--- src/rtl/sprite_draw_scheduler.sv ---
// sprite_draw_scheduler
// Round-robin owner of the single VGA plot port. The winning requester's base
// coordinates are latched once, then the shared offset table is walked through
// indices 1..PIXELS. Each offset is added to the base, and one registered plot
// strobe is produced per on-screen pixel.
module sprite_draw_scheduler #(
   parameter int NUM_REQ = 4,
   parameter int PIXELS  = 23,
   parameter int IDX_W   = 5,
   parameter int X_MAX   = 159,
   parameter int Y_MAX   = 119
) (
   input  logic                   clk,
   input  logic                   reset,
   input  logic [NUM_REQ-1:0]     req,
   input  logic [8*NUM_REQ-1:0]   req_x,
   input  logic [7*NUM_REQ-1:0]   req_y,
   input  logic [3*NUM_REQ-1:0]   req_color,
   input  logic [3:0]             off_x,
   input  logic [4:0]             off_y,
   output logic [IDX_W-1:0]       pix_idx,
   output logic [NUM_REQ-1:0]     grant,
   output logic [NUM_REQ-1:0]     done,
   output logic [7:0]             out_x,
   output logic [6:0]             out_y,
   output logic [2:0]             out_color,
   output logic                   plot,
   output logic                   busy
);

   localparam int RR_W = $clog2(NUM_REQ);

   typedef enum logic [1:0] {S_IDLE, S_LOAD, S_DRAW, S_DONE} state_t;

   state_t              r_state;
   logic [RR_W-1:0]     r_rr;
   logic [RR_W-1:0]     r_w;
   logic [7:0]          r_bx;
   logic [6:0]          r_by;
   logic [2:0]          r_col;
   logic [IDX_W-1:0]    r_pix_idx;
   logic [NUM_REQ-1:0]  r_grant;
   logic [NUM_REQ-1:0]  r_done;
   logic [7:0]          r_out_x;
   logic [6:0]          r_out_y;
   logic [2:0]          r_out_color;
   logic                r_plot;
   logic                r_busy;

   logic [RR_W-1:0]     w_win;
   logic [NUM_REQ-1:0]  w_win_onehot;
   logic [8:0]          w_sx;
   logic [7:0]          w_sy;

   // First pending requester at or above the pointer, wrapping past the top.
   function automatic logic [RR_W-1:0] f_pick(input logic [NUM_REQ-1:0] r,
                                              input logic [RR_W-1:0]    p);
      logic [RR_W-1:0] win;
      logic            found;
      int              j;
      win   = '0;
      found = 1'b0;
      for (int i = 0; i < NUM_REQ; i++) begin
         j = int'(p) + i;
         if (j >= NUM_REQ) j = j - NUM_REQ;
         if (!found && r[RR_W'(j)]) begin
            found = 1'b1;
            win   = RR_W'(j);
         end
      end
      return win;
   endfunction

   // Pointer moves one past the requester just served so it goes to the back.
   function automatic logic [RR_W-1:0] f_next_rr(input logic [RR_W-1:0] w);
      if (int'(w) == NUM_REQ - 1) return '0;
      return w + RR_W'(1);
   endfunction

   // Full-width sums are compared so that carries past the screen edge clip.
   function automatic logic f_on_screen(input logic [8:0] sx, input logic [7:0] sy);
      return (sx <= 9'(X_MAX)) && (sy <= 8'(Y_MAX));
   endfunction

   assign w_win        = f_pick(req, r_rr);
   assign w_win_onehot = NUM_REQ'(1) << w_win;
   assign w_sx         = {1'b0, r_bx} + {5'b0, off_x};
   assign w_sy         = {1'b0, r_by} + {3'b0, off_y};

   // Scheduler FSM: arbitration, table walk and all registered plot outputs.
   always_ff @(posedge clk or posedge reset) begin
      if (reset) begin
         r_state     <= S_IDLE;
         r_rr        <= '0;
         r_w         <= '0;
         r_bx        <= '0;
         r_by        <= '0;
         r_col       <= '0;
         r_pix_idx   <= '0;
         r_grant     <= '0;
         r_done      <= '0;
         r_out_x     <= '0;
         r_out_y     <= '0;
         r_out_color <= '0;
         r_plot      <= 1'b0;
         r_busy      <= 1'b0;
      end else begin
         case (r_state)
            S_IDLE: begin
               r_grant   <= '0;
               r_done    <= '0;
               r_plot    <= 1'b0;
               r_pix_idx <= '0;
               if (|req) begin
                  r_w     <= w_win;
                  r_bx    <= req_x[8*w_win +: 8];
                  r_by    <= req_y[7*w_win +: 7];
                  r_col   <= req_color[3*w_win +: 3];
                  r_grant <= w_win_onehot;
                  r_busy  <= 1'b1;
                  r_state <= S_LOAD;
               end
            end
            S_LOAD: begin
               r_pix_idx <= IDX_W'(1);
               r_state   <= S_DRAW;
            end
            S_DRAW: begin
               r_out_x     <= w_sx[7:0];
               r_out_y     <= w_sy[6:0];
               r_out_color <= r_col;
               r_plot      <= f_on_screen(w_sx, w_sy);
               if (r_pix_idx == IDX_W'(PIXELS)) begin
                  r_pix_idx <= '0;
                  r_done    <= r_grant;
                  r_state   <= S_DONE;
               end else begin
                  r_pix_idx <= r_pix_idx + IDX_W'(1);
               end
            end
            S_DONE: begin
               r_grant   <= '0;
               r_done    <= '0;
               r_plot    <= 1'b0;
               r_busy    <= 1'b0;
               r_pix_idx <= '0;
               r_rr      <= f_next_rr(r_w);
               r_state   <= S_IDLE;
            end
            default: r_state <= S_IDLE;
         endcase
      end
   end

   assign pix_idx   = r_pix_idx;
   assign grant     = r_grant;
   assign done      = r_done;
   assign out_x     = r_out_x;
   assign out_y     = r_out_y;
   assign out_color = r_out_color;
   assign plot      = r_plot;
   assign busy      = r_busy;

endmodule

--- config.mk ---
export PLATFORM = sky130hd
export DESIGN_NAME = sprite_draw_scheduler
export DESIGN_NICKNAME = d
export VERILOG_FILES = /design/src/rtl/sprite_draw_scheduler.sv
export SDC_FILE = /design/constraint.sdc
export NUM_CORES = 1
export LEC_CHECK = 0
export ABC_CLOCK_PERIOD_IN_PS = 2800
export CAP_MARGIN = 20
export CELL_PAD_IN_SITES_DETAIL_PLACEMENT = 0
export CELL_PAD_IN_SITES_GLOBAL_PLACEMENT = 1
export CORE_ASPECT_RATIO = 1.1
export CORE_MARGIN = 1
export CORE_UTILIZATION = 35
export CTS_BUF_LIST = sky130_fd_sc_hd__clkbuf_8
export CTS_CLUSTER_SIZE = 14
export DETAILED_ROUTE_END_ITERATION = 10
export PLACE_DENSITY = 0.8
export SLEW_MARGIN = 20
export SYNTH_ARGS = -nofsm -noshare
export SYNTH_HDL_FRONTEND = slang
export SYNTH_SLANG_ARGS = --single-unit
export TNS_END_PERCENT = 5
--- constraint.sdc ---
create_clock -name clk -period 2.8 [get_ports clk]
set_input_delay 0.56 -clock clk [delete_from_list [all_inputs] [get_ports clk]]
set_output_delay 0.56 -clock clk [all_outputs]
set_load 0.1 [all_outputs]
==> impl_results.md <==
* Post-synth EDFFs at 0
* Worst Setup EP: plot$_DFFE_PP0P_
* CP startpoint: off_x[0]
* # port buffers at approximately 120
* Met2 usage in global routing at 32.7%
* Worst-path fanout max at 3
* Via count at 3107
* Combinational Power Share at roughly 64%
* Min-Delay Path Class: reg -> reg
* Slowest cell on crit path: fa_1
* Sequential share of power at a little under a quarter
* Static Leak at a little over 0.002 µW
* Gate count of the mapped netlist at around 350
* Maximum vdd drop at 562 µV
* Clock Skews at approximately 7.8 ps
* Final Hold Viols at 0
* Crit path DAT at between 2000 and 3000 ps
* Critical path depth in cells at 8
* Yosys top cell area share at about two fifths
* Syn_nets at 451
* Relative slew slack at roughly 63%
* CTS tree: yes
* R2R Setup Slk at between 500 and 600 ps
* Die Ht at 106 µm
* Top delay family on crit path: compound AO/OA/AOI/OAI gates
* RSZ-0062 raised after global routing: false
* WS Path Type: in -> reg
* Max incr delay on CP at about 410 ps
* DIE AREA at 10200 µm²
* Antenna Cells at 0
* Crit path cell chain: clkdlybuf4s50_1 -> ha_1 -> fa_1 -> a211oi_1 -> nor2_1 -> nand3b_1 -> o311a_1 -> o41ai_1
* Row count at 37
* Slew @ Worst Pin at between 500 and 600 ps
* Ys flop type: dfrtp_1
* Setup TNS at 0 ps
* Switching power at 3380 µW
* Clock Power Share at 12.1%
* Layer with the highest usage: met2
* Fin nets at 573
* GRT overflow at 0
* Tcrit/Tclk final at between 80% and 90%
* DRT Pass-1 Iters at 4
* Asr flop ratio synth at 100%
* Status: complete, no violations
* Power density cells at between 1000 and 1500 nW/µm²
* Final ANT Viol Nets at 0
* Hold_buf cts at 0
* CP Capture Type: register
* Yosys reg bits at 57
* GR Util met1 at 28.1%
* R2R Path End: plot$_DFFE_PP0P_
* Post_cts resized at 0
* Net Sw Frac at 53.2%
* Die Wd at just under 100 µm
* Fraction of layout cells with a size suffix above 1 at approximately 18%
* Min Clock Period, post-route at ~2500 ps
* Mapped Avg Cell Area at 9.92 µm²
* Most common cell after layout, fill and taps aside: clkdlybuf4s50_1
* Synth warnings at 0
* Post-route DRC at 0
* Final Setup Violations at 0
* Synth Cell Area at about 3400 µm²
* Area contributors post-synth: dfrtp_1, a211oi_1, nor3b_1
* Dominant cell type by area after synthesis: dfrtp_1
* Wire per inst at roughly 16 µm
* Area of the core at between 9000 and 10000 µm²
* # Post-CTS Setup Buffers at 0
* Global Route Usage Sum at about a fifth
* First-pass GRT wire length at roughly 16000 µm
* DP HPWL at 7580 µm
* Overall routed net length at slightly below 10000 µm
* Maximum clock path buffer count at 2
* CTS buffer count at 9
* Largest net degree at the start of global routing at 29
* P&R area growth vs syn at 42.9%
* Seq/Total Area, Yosys at between 40% and 50%
* GPL Wtd Cong at between 0.8 and 0.9
* Met3 Use GR at under 10%
* Root Buffer: clkbuf_8
* Internal at just under 3000 µW
* Crit start category: primary input
* Worst R2R Path Depth at 7
* Vias in the first global route at ~3.2k
* Antenna violations before repair at 0
* Critical R2R Launch: r_bx[0]$_DFFE_PP0P_
* Fmax at 403 MHz
* Most frequent cells in the layout: clkdlybuf4s50_1, dfrtp_1, buf_4
* WP data required at roughly 3000 ps
* Drt first-iter violations at ~120
* Clock latency on the worst-skew pair at roughly 330 ps
* Total power at 6350 µW
* Sink Count at 57
* I/O Pins at 120
* Clk pin slew, worst setup/hold paths at around 60 ps
* Crit path buf inv count at 1
* H-tree level count at 3
* Starting Density at about 36%
* Slew Viols, Final at 0
* Count of unique library cells instantiated by Yosys at 45
* Max Cap Viol at 0
* Vias/cell at around 5.3
## state kept, by name, indices dropped and copies added, names as in the netlist
register	cells
out_color	3
r_state	2
r_bx	8
out_x	8
done	4
grant	4
r_w	2
r_by	7
r_rr	2
pix_idx	5
out_y	7
plot	1
busy	1
r_col	3
## cells in the mapped netlist, types with 2 or more instances
cell	count
a21o_1	5
buf_2	5
nand2_1	31
o21bai_1	4
and2_1	5
nor2_1	15
ha_1	15
nand3_1	3
o21ai_0	8
inv_1	12
o31ai_1	18
and3_1	2
mux2_2	16
o2bb2ai_1	2
nor3b_1	37
nand2b_1	3
dfrtp_1	57
xor2_1	4
xnor2_1	5
a211oi_1	40
a21oi_1	14
a211o_1	2
nor2b_1	3
buf_6	2
clkbuf_1	13
fa_1	2
nor3_1	3
buf_4	4
## how the worst min path moves through the flow
| stage | start | endpoint | slack (ps) | cells past startpoint |
|---|---|---|---|---|
| after global placement | r_col[0]$_DFFE_PP0P_ | r_col[0]$_DFFE_PP0P_ | 460 | 2 |
| final | r_col[2]$_DFFE_PP0P_ | r_col[2]$_DFFE_PP0P_ | 480 | 2 |
| after CTS | r_col[2]$_DFFE_PP0P_ | r_col[2]$_DFFE_PP0P_ | 480 | 2 |
| after detailed placement | r_col[2]$_DFFE_PP0P_ | r_col[2]$_DFFE_PP0P_ | 470 | 2 |
| after floorplan | r_col[0]$_DFFE_PP0P_ | r_col[0]$_DFFE_PP0P_ | 440 | 2 |
| after global routing | out_y[5]$_DFFE_PP0P_ | out_y[5]$_DFFE_PP0P_ | 510 | 1 |
## cell families after synthesis
family / Yosys count / share of synthesized area (%)
compound gates: 103 / 21.7
xor+xnor: 9 / 2.29
fa+ha+maj: 17 / 6.61
buf+inv: 36 / 4.98
flops: 57 / 41.4
mux: 16 / 5.23
simple gates: 109 / 17.8
## power by group through the flow
stage,combinational (µW),sequential [µW],clock (µW)
after floorplan,1720,2860,0
after global placement,4030,1500,0
after detailed placement,4090,1520,0
after CTS,4100,1510,785
after global routing,4400,1560,827
final,4080,1500,769
## layout make-up
type                    count  area [µm²]
clock buffers              11         151
clock inverters             4        43.8
fillers                   909        4520
inverters                  12        45.0
multi-input cells         254        1870
flip-flops and latches     57        1430
well taps                 117         146
repair buffers            135        1240
## tightest hold or removal path, delay by kind of cell, from the launching register on
| kind | cells | cell delay (ps) |
|---|---|---|
| and+or+nand+nor | 1 | 50 |
| AOI/OAI and AO/OA | 1 | 50 |
| DFF | 1 | 350 |
## metal layers
| metal | routed length [µm] | part of all wire (%) |
|---|---|---|
| met1 | 4410 | 46 |
| met2 | 4680 | 48 |
| met3 | 378 | 3.9 |
| met4 | 205 | 2.1 |
| met5 | 0 | 0 |
## stage by stage
step                      hold WS [ps]  instance area (µm²)  setup slack (ps)  instances  util, %
after detailed placement           472                 4730              2.54        575     50.0
after global routing               509                 4920               148        590     52.1
after global placement             458                 4730              57.5        575     50.0
after CTS                          484                 4920               341        590     52.1
final                              482                 4920               320        590     52.1
after floorplan                    443                 3440               292        347        -
No activity file was read; power rests on OpenSTA's default activity.
